`config.mk`:
```
export PLATFORM = sky130hd
export DESIGN_NAME = sha256_pad
export DESIGN_NICKNAME = d
export VERILOG_FILES = /design/src/rtl/sha256_pad.sv
export SDC_FILE = /design/constraint.sdc
export NUM_CORES = 1
export LEC_CHECK = 0
export CORE_AREA = 5 5 133 135
export CTS_CLUSTER_DIAMETER = 80
export DETAILED_ROUTE_END_ITERATION = 7
export DIE_AREA = 0 0 138 140
export GPL_TIMING_DRIVEN = 0
export PLACE_DENSITY = 0.7
export SLEW_MARGIN = 20
export SYNTH_ARGS = -nofsm -noshare
export SYNTH_HDL_FRONTEND = slang
export SYNTH_SLANG_ARGS = --single-unit
```
`constraint.sdc`:
```
create_clock -name clk_i -period 4.9 [get_ports clk_i]
set_input_delay 0.49 -clock clk_i [delete_from_list [all_inputs] [get_ports clk_i]]
set_output_delay 0.49 -clock clk_i [all_outputs]
set_load 0.1 [all_outputs]
```
`src/rtl/sha256_pad.sv`:
```
// SHA-256 message padder.
// Accepts a big-endian 32-bit word stream. Produces padded 512-bit blocks as
// eight 64-bit schedule beats per block, in order. Beat k is {W[2k+1], W[2k]}.
// The 0x80 terminator, the zero fill and the 64-bit bit-length are inserted
// after the last message word. An extra block is added when the length field
// does not fit in the current block.
module sha256_pad (
  input  logic        clk_i,
  input  logic        rst_ni,
  input  logic        in_valid_i,
  output logic        in_ready_o,
  input  logic [31:0] in_data_i,
  input  logic        in_last_i,
  input  logic [2:0]  in_bytes_i,
  output logic        out_valid_o,
  input  logic        out_ready_i,
  output logic [63:0] out_data_o,
  output logic        out_first_o,
  output logic        out_final_o
);

  typedef enum logic [1:0] {
    S_DATA = 2'd0,
    S_PAD  = 2'd1,
    S_LEN  = 2'd2
  } state_t;

  localparam logic [31:0] PAD_WORD = 32'h8000_0000;

  state_t      r_state;
  logic [3:0]  r_widx;
  logic [60:0] r_bytes;
  logic [31:0] r_held;
  logic        r_pad80;       // a full last word was taken; 0x80000000 still owed
  logic        r_out_valid;
  logic [63:0] r_out_data;
  logic        r_out_first;
  logic        r_out_final;

  state_t      w_state_nxt;
  logic [3:0]  w_widx_nxt;
  logic [60:0] w_bytes_nxt;
  logic [31:0] w_held_nxt;
  logic        w_pad80_nxt;
  logic        w_load;
  logic [63:0] w_beat;
  logic        w_beat_final;
  logic        w_out_free;
  logic        w_take;
  logic [2:0]  w_nbytes;
  logic [31:0] w_word;
  logic [31:0] w_gen;
  logic [63:0] w_len;

  // The output register can take a new beat when empty or draining this cycle.
  assign w_out_free = !r_out_valid || out_ready_i;
  assign in_ready_o = (r_state == S_DATA) && w_out_free;
  assign w_take     = in_valid_i && in_ready_o;

  // Byte counts above four mean a full word.
  assign w_nbytes = (in_bytes_i > 3'd4) ? 3'd4 : in_bytes_i;
  assign w_len    = {r_bytes, 3'b000};
  assign w_gen    = r_pad80 ? PAD_WORD : 32'h0;

  // Word placed into the block: the last word is cut to its valid bytes and
  // gets the 0x80 terminator when a byte slot is free inside it.
  always_comb begin
    w_word = in_data_i;
    if (in_last_i) begin
      case (w_nbytes)
        3'd0:    w_word = PAD_WORD;
        3'd1:    w_word = {in_data_i[31:24], 8'h80, 16'h0000};
        3'd2:    w_word = {in_data_i[31:16], 8'h80, 8'h00};
        3'd3:    w_word = {in_data_i[31:8], 8'h80};
        default: w_word = in_data_i;
      endcase
    end
  end

  // Next-state and beat formation for the data, padding and length phases.
  always_comb begin
    // NOTE: every signal gets its default first so no path leaves one
    // unassigned; otherwise synthesis infers a latch.
    w_state_nxt  = r_state;
    w_widx_nxt   = r_widx;
    w_bytes_nxt  = r_bytes;
    w_held_nxt   = r_held;
    w_pad80_nxt  = r_pad80;
    w_load       = 1'b0;
    w_beat       = 64'h0;
    w_beat_final = 1'b0;

    case (r_state)
      S_DATA: begin
        if (w_take) begin
          w_bytes_nxt = r_bytes + (in_last_i ? 61'(w_nbytes) : 61'd4);
          w_widx_nxt  = r_widx + 4'd1;
          if (!r_widx[0]) begin
            w_held_nxt = w_word;
          end else begin
            w_load = 1'b1;
            w_beat = {w_word, r_held};
          end
          if (in_last_i) begin
            w_pad80_nxt = (w_nbytes == 3'd4);
            // Terminator already placed and length slot is next: skip padding.
            if ((w_widx_nxt == 4'd14) && (w_nbytes != 3'd4)) begin
              w_state_nxt = S_LEN;
            end else begin
              w_state_nxt = S_PAD;
            end
          end
        end
      end

      S_PAD: begin
        if (w_out_free) begin
          w_load      = 1'b1;
          w_pad80_nxt = 1'b0;
          w_held_nxt  = 32'h0;
          if (r_widx[0]) begin
            w_beat     = {w_gen, r_held};
            w_widx_nxt = r_widx + 4'd1;
          end else begin
            w_beat     = {32'h0, w_gen};
            w_widx_nxt = r_widx + 4'd2;
          end
          if (w_widx_nxt == 4'd14) begin
            w_state_nxt = S_LEN;
          end
        end
      end

      S_LEN: begin
        if (w_out_free) begin
          w_load       = 1'b1;
          w_beat       = {w_len[31:0], w_len[63:32]};
          w_beat_final = 1'b1;
          w_state_nxt  = S_DATA;
          w_widx_nxt   = 4'd0;
          w_bytes_nxt  = 61'd0;
          w_held_nxt   = 32'h0;
          w_pad80_nxt  = 1'b0;
        end
      end

      default: w_state_nxt = S_DATA;
    endcase
  end

  // Control state register with synchronous reset.
  always_ff @(posedge clk_i) begin
    // NOTE: state uses non-blocking assignments so every register samples the
    // values from before this edge, independent of statement order.
    if (!rst_ni) begin
      r_state <= S_DATA;
      r_widx  <= 4'd0;
      r_bytes <= 61'd0;
      r_held  <= 32'h0;
      r_pad80 <= 1'b0;
    end else begin
      r_state <= w_state_nxt;
      r_widx  <= w_widx_nxt;
      r_bytes <= w_bytes_nxt;
      r_held  <= w_held_nxt;
      r_pad80 <= w_pad80_nxt;
    end
  end

  // Output beat register. It holds its contents while stalled.
  always_ff @(posedge clk_i) begin
    // NOTE: the data path is reset as well as valid. A reset in mid-message
    // must leave no trace of the aborted beat on out_data_o.
    if (!rst_ni) begin
      r_out_valid <= 1'b0;
      r_out_data  <= 64'h0;
      r_out_first <= 1'b0;
      r_out_final <= 1'b0;
    end else if (w_load) begin
      r_out_valid <= 1'b1;
      r_out_data  <= w_beat;
      r_out_first <= (r_widx[3:1] == 3'd0);
      r_out_final <= w_beat_final;
    end else if (out_ready_i) begin
      r_out_valid <= 1'b0;
    end
  end

  assign out_valid_o = r_out_valid;
  assign out_data_o  = r_out_data;
  assign out_first_o = r_out_first;
  assign out_final_o = r_out_final;

endmodule
```
## Word level (Yosys, flattened, before mapping)

Cells that the tools add are included.

| storage, ports and cells | value |
|---|---|
| output and inout bits | 68 |
| bits in registers | 167 |
| input port bits | 40 |
| logic and storage cells | 90 |

| cells by class | value |
|---|---|
| mux-type cells | 43 |
| equality and inequality tests | 16 |
| add/sub/neg operators | 3 |
| magnitude comparators | 1 |
| reductions and logical operators | 18 |

Operators by type and width:

| cell | number |
|---|---|
| 2-to-1 mux 64 bit | 5 |
| one-hot mux 64 bit (3 select lines) | 1 |
| 2-to-1 mux 32 bit | 5 |
| one-hot mux 32 bit (4 select lines) | 1 |
| 2-to-1 mux 61 bit | 2 |
| one-hot mux 61 bit (2 select lines) | 1 |
| one-hot mux 32 bit (2 select lines) | 1 |
| adder 61 x 3 -> 61 bit | 1 |
| 2-to-1 mux 4 bit | 6 |
| 2-to-1 mux 2 bit | 6 |
| != test 2 bit (second input constant) | 6 |
| one-hot mux 4 bit (3 select lines) | 1 |
| AND reduction 4 bit | 3 |
| 2-to-1 mux 1 bit | 9 |
| equality test 4 bit (second input constant) | 2 |
| equality test 3 x 2 -> 1 bit (second input constant) | 2 |
| logical NOT 3 bit | 2 |
| 2-to-1 mux 3 bit | 2 |
| one-hot mux 2 bit (3 select lines) | 1 |
| nonzero test 2 bit | 3 |
| AND reduction 5 bit | 1 |
| adder 4 x 1 -> 4 bit (second input constant) | 1 |
| adder 4 x 2 -> 4 bit (second input constant) | 1 |
| one-hot mux 1 bit (2 select lines) | 2 |
| 14 further kinds | 16 |

## Logic depth before layout (Yosys ltp)

| logic depth | value |
|---|---|
| word-level depth | 8 |
| mapped depth | 14 |
| mapped depth without buffers | 11 |

## Least setup slack after synthesis

No wires, ideal clock.

| timing | value |
|---|---|
| path kind | input -> register |
| from | in in_last_i |
| to | reg r_bytes[30] |
| data required time | 4.830 ns |
| slack | 1.242 ns |
| stages on the path | 14 |
| library setup time | 0.070 ns |
| path buffers | 3 |
| data arrival time | 3.588 ns |
| path through | nor2b_1 inv_1 clkbuf_1 clkbuf_1 nor2_1 ha_1 inv_1 fa_1 nand2b_1 a2111o_1 clkbuf_1 or4_1 or3_1 a21oi_1 |

| on the way | value |
|---|---|
| longest elaborated chain between the ends | 4 |

Ends and longest elaborated chain:

| what | RTL line | text |
|---|---|---|
| from (decl) | 13 | `input logic in_last_i,` |
| 2-to-1 mux 3 bit | 96 | `w_bytes_nxt = r_bytes + (in_last_i ? 61'(w_nbytes) : 61'd4);` |
| adder 61 x 3 -> 61 bit | 96 |  |
| 2-to-1 mux 61 bit | 95 | `if (w_take) begin` |
| one-hot mux 61 bit (2 select lines) | 93 | `case (r_state)` |
| to (signal assigned) | 164 | `r_bytes <= w_bytes_nxt;` |
| to (decl) | 32 | `logic [60:0] r_bytes;` |

No other way between the ends. The select of a mux whose other input is x is not followed.
A chain may end at the register's enable or synchronous reset.

## Worst setup path after layout

| timing | value |
|---|---|
| from | in in_bytes_i[2] |
| to | reg r_bytes[39] |

| on the way | value |
|---|---|
| longest elaborated chain between the ends | 6 |

Ends and longest elaborated chain:

| what | RTL line | text |
|---|---|---|
| from (decl) | 14 | `input logic [2:0] in_bytes_i,` |
| greater-than comparator 3 bit | 61 | `assign w_nbytes = (in_bytes_i > 3'd4) ? 3'd4 : in_bytes_i;` |
| 2-to-1 mux 3 bit (*) | 61 |  |
| 2-to-1 mux 3 bit (*) | 96 |  |
| adder 61 x 3 -> 61 bit (*) | 96 |  |
| 2-to-1 mux 61 bit (*) | 95 |  |
| one-hot mux 61 bit (2 select lines) (*) | 93 |  |

Mark *: on every way between the ends. The rest lies on a longest branch, timed or not. The select of a mux whose other input is x is not followed.

==> out/qor.csv <==
metric,value,unit
highest clock rate,220,MHz
Clk pwr share,32.5,%
sw frac,38.8,%
DP HPWL,19000,um
WP depth,15,
share of layout cells above drive strength 1,3.87,%
combinational power share,31.7,%
Detail Route Antenna Nets,0,
number of global-route vias before repair,7194,
die span in y,140,um
DRC viols,0,
RSZ-0062 raised after global routing,no,
area share of xor/xnor cells in the synthesized design,2.67,%
Critical Path Start Type,primary input,
Top delay family on crit path,buffers and inverters,
Crit Path Max Fanout,10,
FP Rows,47,
synth top area cells,"dfxtp_1 (44%), and3_1 (5.3%), nor2_1 (4.9%), a21oi_1 (4.2%), a311o_1 (4.1%)",
grt met1 use,35.6,%
Synth Area in Simple Gates,23.8,%
count of cell types in the netlist,50,
total iterations of the first detailed-routing run,6,
post-synthesis average cell area,8.69,um2
final setup fails,0,
synthesized flop and latch total,167,
register area share after synthesis,44.3,%
final WL,25700,um
GP Congestion,0.939,
routed len/inst,20.9,um
"Clk pin slew, worst setup/hold paths",0.06,ns
maximum VDD drop,0.000295,V
status,completed,
most instantiated cells after synthesis,"dfxtp_1 (167), nor2_1 (99), and3_1 (64), a21oi_1 (63), clkbuf_1 (60)",
Power Internal,2.73,mW
Power Density,468,mW/mm2
Pleak,3.40,nW
number of flops mapped to enable cells by yosys,0,
Worst Hold Depth,2,
post-synthesis net count,923,
worst reg2reg path depth,9,
final worst path period share,92.7,%
Rel. slew slack,25.3,%
sequential share of power,35.7,%
total power draw,4.47,mW
vias per inst,6.20,
"Req. time, crit path",5.26,ns
"slowest stage delay, CP",0.71,ns
WP buf/inv,7,
synthesized cell area,0.00755,mm2
Syn-to-layout area delta,26.4,%
Starting Density,46.2,%
I/O pin cnt,108,
total track usage,26.1,%
die area,0.0193,mm2
minimum clock period,4.54,ns
Final #Nets,1048,
H-tree Lvls,4,
PortBufs,106,
Die Wd,138,um
CP dominant cell by count,clkbuf_1,
max cap viols,0,
placed insts,1195,
top-area cell type share of the netlist area,44.3,%
"Most Used Layer, Global Route",met2,
multiplexer area fraction after synthesis,0.530,%
worst hold slack,0.460,ns
CP Capture Type,flip-flop,
Iteration-0 DRC Markers,923,
met2 Use GR,39.4,%
Yosys warnings,0,
"Slew Viols, Final",0,
Setup CP Type,in2reg,
Synth Flop Type,dfxtp_1,
first-pass GRT wire length,40000,um
"count leader, synth",dfxtp_1,
largest net degree at the start of global routing,17,
crit-path cells,clkdlybuf4s50_1 > nor2b_1 > inv_1 > clkbuf_1 > clkbuf_1 > nor2_1 > ha_1 > a21o_1 > a21oi_1 > or4_1 > buf_2 > buf_2 > clkbuf_1 > o21ai_0 > a21oi_1,
CTS tree,done,
"area leader, netlist",dfxtp_1,
min-delay worst type,reg2reg,
Num CTS Buffers,17,
Clock Skews,0.00822,ns
critical path's slowest cell,a21oi_1,
Switch Pwr,1.73,mW
GRT overflow,0,
clk root buf,clkbuf_16,
Async SR Flop Fraction,0,%
Worst-Margin Slew,1.11,ns
GR Util met3,7.43,%
Compound-Gate Fraction of Synth Area,21.6,%
fin cells,1227,
clock insertion delay at the later pin of the skew report,0.43,ns
Ant. Diodes,0,
Worst EP arrival,4.90,ns
Final Hold Vio Count,0,
adder-cell share of the synthesized area,2.42,%
Clock Path Buffers,2,
Mapped Cells,869,
core area,0.0163,mm2
Vias,7610,
CTS sink cnt,167,
antenna violations before repair,0,
largest family of logic cells by synthesized area,simple AND/OR/NAND/NOR gates,
routing by layer:
metal  vias up  share of wire [%]
met5         -                  0
met1      3625                 44
met4         0                2.8
li1       3537                  -
met3        55                9.5
met2       393                 43
layout make-up:
class,instances,area (um2)
buffer,68,262
clock buffer,21,470
clock inverter,11,171
fill,1504,6800
inverter,24,90.1
multi-input combinational,610,3880
sequential,167,3340
tap,220,275
timing repair buffer,106,1060
placed cells by master, fill, tap and decap left out, types with 5 or more instances in the layout:
master / netlist / layout
o31ai_1: 21 / 21
clkbuf_1: 60 / 61
a22oi_1: 17 / 17
and4_1: 7 / 7
nor2_1: 99 / 99
xnor2_1: 15 / 15
clkdlybuf4s50_1: 0 / 106
a21oi_1: 63 / 63
xor2_1: 8 / 8
a32oi_1: 30 / 30
nor3_1: 9 / 9
and3_1: 64 / 64
nor2b_1: 6 / 6
ha_1: 13 / 13
or3_1: 16 / 16
buf_2: 5 / 5
nand2_1: 56 / 56
nand3_1: 16 / 16
nor4_1: 12 / 12
inv_1: 24 / 24
a222oi_1: 17 / 17
or4_1: 22 / 22
o21ai_0: 26 / 26
dfxtp_1: 167 / 167
nand4_1: 19 / 19
clkbuf_16: 0 / 17
a311o_1: 31 / 31
logic make-up (layout without fill, tap and decap cells):
group / after synthesis / after routing
AOI/OAI and AO/OA: 225 / 225
adders and majority gates: 14 / 14
buffers and inverters: 92 / 230
and+or+nand+nor: 344 / 344
muxes: 4 / 4
DFF: 167 / 167
xor gates and xnor gates: 23 / 23
repair_timing:
item,in CTS,in global routing
hold buffers,0,0
setup endpoints to repair,0,4
gates resized for setup,0,1
endpoints found under the hold margin,0,0
buffers inserted,0,0
power by group through the flow:
stage	Sequential (mW)	Clock, mW	Combinational (mW)
after floorplan	1.88	0	0.663
after global routing	1.61	1.52	1.51
after CTS	1.59	1.47	1.39
after detailed placement	1.62	0	1.39
final	1.60	1.45	1.42
after global placement	1.62	0	1.37
final timing paths:
check | startpoint | to | slack, ns
worst max-delay path | in_bytes_i[2] | r_bytes[39]$_SDFFE_PN0P_ | 0.36
worst min-delay path | r_held[31]$_SDFFE_PN0P_ | r_held[31]$_SDFFE_PN0P_ | 0.46
worst max register to register | r_state[0]$_SDFFE_PN0P_ | out_data_o[54]$_SDFFE_PN0P_ | 1.39
worst min register to register | r_held[31]$_SDFFE_PN0P_ | r_held[31]$_SDFFE_PN0P_ | 0.46
worst min-delay path, cell delays in order (launching register included):
cell and delay (ns):
dfxtp_1 0.31, nand2_1 0.05, a21oi_1 0.05
flip-flops by register name, indices dropped and copies added (netlist names):
signal / count
r_pad80: 1
out_data_o: 64
r_state: 2
r_widx: 4
out_valid_o: 1
r_held: 32
r_bytes: 61
out_first_o: 1
out_final_o: 1
stage by stage:
step | TNS [ns] | setup slack [ns] | util (%) | instance area (um2)
CTS | 0 | 0.328 | 58.3 | 9540
finish | 0 | 0.359 | 58.4 | 9550
detailed placement | -0.344 | -0.108 | 54.4 | 8900
floorplan | 0 | 1.24 | - | 7550
global route | 0 | 0.0677 | 58.4 | 9550
global placement | -4.33 | -0.622 | 54.4 | 8890
No activity file was read; power rests on OpenSTA's default activity.
